===== src/rtl/memwb_elastic_pipe_pkg.sv =====
// memwb_pkg: shared FSM state, width defaults and payload field offsets for the MEM/WB pipe
package memwb_pkg;
  localparam int PAYLOAD_W_DEF = 163;
  localparam int CNT_W_DEF = 16;
  localparam int OFF_PRE_ADDR = 0;
  localparam int OFF_INSTR = 32;
  localparam int OFF_WRAP_LOAD = 64;
  localparam int OFF_NEXT_SEL = 96;
  localparam int OFF_ALU_RES = 128;
  localparam int OFF_MEM_REG = 160;
  localparam int OFF_REG_WRITE = 162;
  typedef enum logic [1:0] {EMPTY, BUSY, FULL} state_t;
endpackage


===== src/rtl/memwb_elastic_pipe_sat_counter.sv =====
// sat_counter: saturating up-counter with synchronous active-low reset
module sat_counter #(
  parameter int CNT_W = 16
) (
  input  logic             clk,
  input  logic             rst,
  input  logic             inc,
  output logic [CNT_W-1:0] count
);
  always_ff @(posedge clk)
    if (!rst) count <= '0;
    else if (inc && count != '1) count <= count + 1'b1;
endmodule


===== src/rtl/memwb_elastic_pipe.sv =====
// memwb_elastic_pipe: two-entry skid buffer between MEM and WB with flush and stall counter
module memwb_elastic_pipe
  import memwb_pkg::*;
#(
  parameter int PAYLOAD_W = PAYLOAD_W_DEF,
  parameter int CNT_W = CNT_W_DEF
) (
  input  logic                 clk,
  input  logic                 rst,
  input  logic                 in_valid,
  input  logic [PAYLOAD_W-1:0] in_data,
  output logic                 in_ready,
  output logic                 out_valid,
  output logic [PAYLOAD_W-1:0] out_data,
  input  logic                 out_ready,
  input  logic                 flush,
  output logic [CNT_W-1:0]     stall_cnt
);
  state_t state, state_nx;
  logic [PAYLOAD_W-1:0] main_q, skid_q, main_nx, skid_nx;
  logic in_fire, out_fire;
  assign in_ready = state != FULL;
  assign out_valid = state != EMPTY;
  assign out_data = main_q;
  assign in_fire = in_valid & in_ready;
  assign out_fire = out_valid & out_ready;
  always_comb begin
    state_nx = state;
    main_nx = main_q;
    skid_nx = skid_q;
    case (state)
      EMPTY: if (in_fire) begin
        main_nx = in_data;
        state_nx = BUSY;
      end
      BUSY: begin
        main_nx = in_fire && out_fire ? in_data : main_q;
        skid_nx = in_fire && !out_fire ? in_data : skid_q;
        state_nx = in_fire && !out_fire ? FULL : !in_fire && out_fire ? EMPTY : BUSY;
      end
      FULL: if (out_fire) begin
        main_nx = skid_q;
        state_nx = BUSY;
      end
      default: state_nx = EMPTY;
    endcase
    if (flush) begin
      state_nx = EMPTY;
      main_nx = '0;
      skid_nx = '0;
    end
  end
  always_ff @(posedge clk)
    if (!rst) begin
      state <= EMPTY;
      main_q <= '0;
      skid_q <= '0;
    end else begin
      state <= state_nx;
      main_q <= main_nx;
      skid_q <= skid_nx;
    end
  sat_counter #(.CNT_W(CNT_W)) u_stall (
    .clk(clk),
    .rst(rst),
    .inc(out_valid & ~out_ready),
    .count(stall_cnt)
  );
endmodule


===== config.mk =====
export PLATFORM = sky130hd
export DESIGN_NAME = memwb_elastic_pipe
export DESIGN_NICKNAME = d
export VERILOG_FILES = /design/src/rtl/memwb_elastic_pipe_pkg.sv /design/src/rtl/memwb_elastic_pipe_sat_counter.sv /design/src/rtl/memwb_elastic_pipe.sv
export SDC_FILE = /design/constraint.sdc
export NUM_CORES = 1
export LEC_CHECK = 0
export CAP_MARGIN = 20
export CORE_ASPECT_RATIO = 1.4
export CORE_MARGIN = 5
export CORE_UTILIZATION = 30
export CTS_CLUSTER_SIZE = 24
export DETAILED_ROUTE_END_ITERATION = 8
export GPL_TIMING_DRIVEN = 0
export PLACE_DENSITY_LB_ADDON = 0.08
export SLEW_MARGIN = 15
export SYNTH_ARGS = -nofsm -noshare
export SYNTH_HDL_FRONTEND = slang
export SYNTH_SLANG_ARGS = --single-unit

===== constraint.sdc =====
create_clock -name clk -period 3.3 [get_ports clk]
set_clock_uncertainty 0.1 [all_clocks]
set_input_delay 0.33 -clock clk [delete_from_list [all_inputs] [get_ports clk]]
set_output_delay 0.33 -clock clk [all_outputs]
set_load 0.05 [all_outputs]

==> run metrics <==
Core Rows=between 90 and 100; relative slew slack=around a third; Post-Syn Area per Cell=between 7 and 8 µm²; Fin Setup TNS=0 ns; Routed Antenna Nets=0; critical path arrival=3.37 ns; layout cell share with drive strength beyond 1=4.93%; Final #Nets=2293; Setup crit end kind=flop; post-CTS setup buffers=0; Worst Setup Path Type=reg -> reg; CTS buffer count=39; Die Y=approximately 260 µm; vias in the first global route=13200; final setup vio count=0; worst vdd ir=321 µV; Tcrit/Tclk final=a little over 90%; Synth Flop Type=dfxtp_1; CP max FO=10; GP Congestion=about 0.8; hold buffers post-CTS=0; Layout fillers=approximately 4600; ranking of synthesized cells by area=dfxtp_1, nand2_1, a311oi_1; Final Hold Viols=0; Cells after DPL=around 2600; CTS sink cnt=344; initial core utilization=between 30% and 40%; DRT Wirelength=about 49 mm; largest net degree at the start of global routing=20; Crit path required time=3.62 ns; Tot GR Track Use=a little under a fifth; Startpoint Class=flop; Seq cells post-synth=344; YS warnings=0; GRT overflow=0; num ports=between 300 and 400; Mapped Cells=1735; post-DP HPWL=35.6 mm; P&R area growth vs syn=41.1%; via count=13400; clock tree root buffer cell=clkbuf_16; Worst-Skew Late Latency=around 0.53 ns; Synth area leader=dfxtp_1; distinct cell type count of the synthesized netlist=33; Post-synth top cells=nand2_1, dfxtp_1, a21oi_1; Seq/Total Area, Yosys=approximately 51%; max-slew violations=0; initial antenna violation count=13; PD cells=533 mW/mm²; Async SR Flop Fraction=0%; RSZ-0062 raised after global routing=no; Synth Net Count=1906; initial DRC count=between 600 and 700; Final Instance Count excl. Fillers=approximately 2700; Leak=6.60 nW; TritonCTS clock tree=built; Hold/Removal Path Class=in -> reg; drt first pass iters=5; core area=0.0442 mm²; WL/cell=~18 µm; number of port buffers=between 300 and 400; Die Wd=about 190 µm; clk slew on worst S/H paths=0.06 ns; die area=a little under 0.05 mm²; min Tclk post-route=a little over 3 ns; achievable frequency=328 MHz; Max Cap Viol=0; H-Tree Depth=2; Avg Vias per Cell=between 4 and 5; top-area cell type share of the netlist area=between 50% and 60%; first-pass GRT wire length=75.4 mm; number of synthesized flops with an enable pin=0; Tightest Pin Transition=1.02 ns; outcome=complete, no violations; Mapped Area=between 0.01 and 0.015 mm²; Max clock buf depth=3; drt drc=0; cell with the most instances after synthesis=nand2_1
path summary, 6_finish.rpt:
kind | end | start | cells past startpoint | slack (ns)
worst max register to register | out_data[27] | state[0] | 12 | 0.25
worst max-delay path | out_data[27] | state[0] | 12 | 0.25
worst min-delay path | skid_q[105] | in_data[105] | 3 | 0.28
worst min register to register | skid_q[12] | skid_q[12] | 2 | 0.35
state kept, by name, summed over array words and instances, names as in the netlist:
signal,flops
u_stall.count,16
out_data,163
state,2
skid_q,163
routing by layer:
| layer | vias to the layer above | global-route usage (%) | share of wire [%] |
|---|---|---|---|
| met5 | - | 0 | 0.14 |
| met4 | 10 | 6.46 | 2.7 |
| met3 | 82 | 5.34 | 6.6 |
| met2 | 354 | 33.4 | 50 |
| met1 | 6324 | 22.8 | 41 |
| li1 | 6660 | - | - |
stage by stage:
| stage | hold WS [ns] | area, µm² | utilization [%] | power [mW] | setup slack (ns) |
|---|---|---|---|---|---|
| 2_1_floorplan | 0.337 | 13400 | - | 5.15 | 0.303 |
| 3_3_place_gp | 0.342 | 17600 | 39.8 | 5.77 | -0.704 |
| 3_5_place_dp | 0.347 | 17600 | 39.8 | 5.78 | -0.712 |
| 4_1_cts | 0.252 | 18900 | 42.8 | 10.3 | 0.132 |
| 5_1_grt | 0.274 | 18900 | 42.8 | 10.5 | 0.00307 |
| 6_report | 0.280 | 18900 | 42.8 | 10.1 | 0.251 |
worst max-delay path: stages (launching register included):
cell and delay (ns):
dfxtp_1 0.30, buf_2 0.18, and2b_1 0.26, inv_2 0.11, clkbuf_2 0.27, and2_1 0.20
ha_1 0.15, mux2i_1 0.07, o22ai_1 0.17, clkbuf_4 0.31, clkbuf_1 0.46, nor2_1 0.08
a311oi_1 0.28
final cells by class:
class | count | area (µm²) | area share, %
sequential | 344 | 6890 | 36.4
timing repair buffer | 348 | 3480 | 18.4
clock inverter | 10 | 114 | 0.602
tap | 558 | 698 | 3.69
clock buffer | 59 | 1190 | 6.31
inverter | 8 | 30.0 | 0.159
buffer | 148 | 608 | 3.21
antenna | 7 | 17.5 | 0.0926
multi-input combinational | 1233 | 5890 | 31.1
cells in the final DEF (no fill, tap or decap), types with 2 or more instances in the layout:
cell type and instances:
clkdlybuf4s50_1 348, buf_1 6, and2_1 2, buf_2 29, clkbuf_8 10, nand3_1 4, clkinv_4 2, clkbuf_4 2
diode_2 7, nor4_1 2, bufinv_16 2, o21ai_0 6, inv_1 7, nand4_1 4, o31ai_1 5, mux2i_1 3
or2_2 3, ha_1 3, nand2b_1 2, or4_1 8, nand2_1 660, a311oi_1 163, clkinv_2 5, nor2_1 169
clkbuf_16 41, clkbuf_2 7, or3_1 6, clkbuf_1 112, o41ai_1 4, dfxtp_1 344, a21oi_1 179
timing repair:
action	CTS	global route
pin swaps	0	0
gates resized for setup	5	9
endpoints found under the setup margin	266	90
power by group:
part	switching (mW)	internal, mW
clock	1.76	2.66
sequential	0.0682	4.27
combinational	0.849	0.487
total	2.68	7.41
kinds of logic (layout without fill, tap and decap cells):
logic type | after synthesis | after routing | share of synthesized area, %
AOI/OAI and AO/OA | 361 | 361 | 18.4
other | 0 | 7 | 0
muxes | 3 | 3 | 0.224
DFF | 344 | 344 | 51.4
and+or+nand+nor | 866 | 866 | 25.1
buffers and inverters | 158 | 573 | 4.70
adders and majority gates | 3 | 3 | 0.280
(Power assumes the default switching activity.)
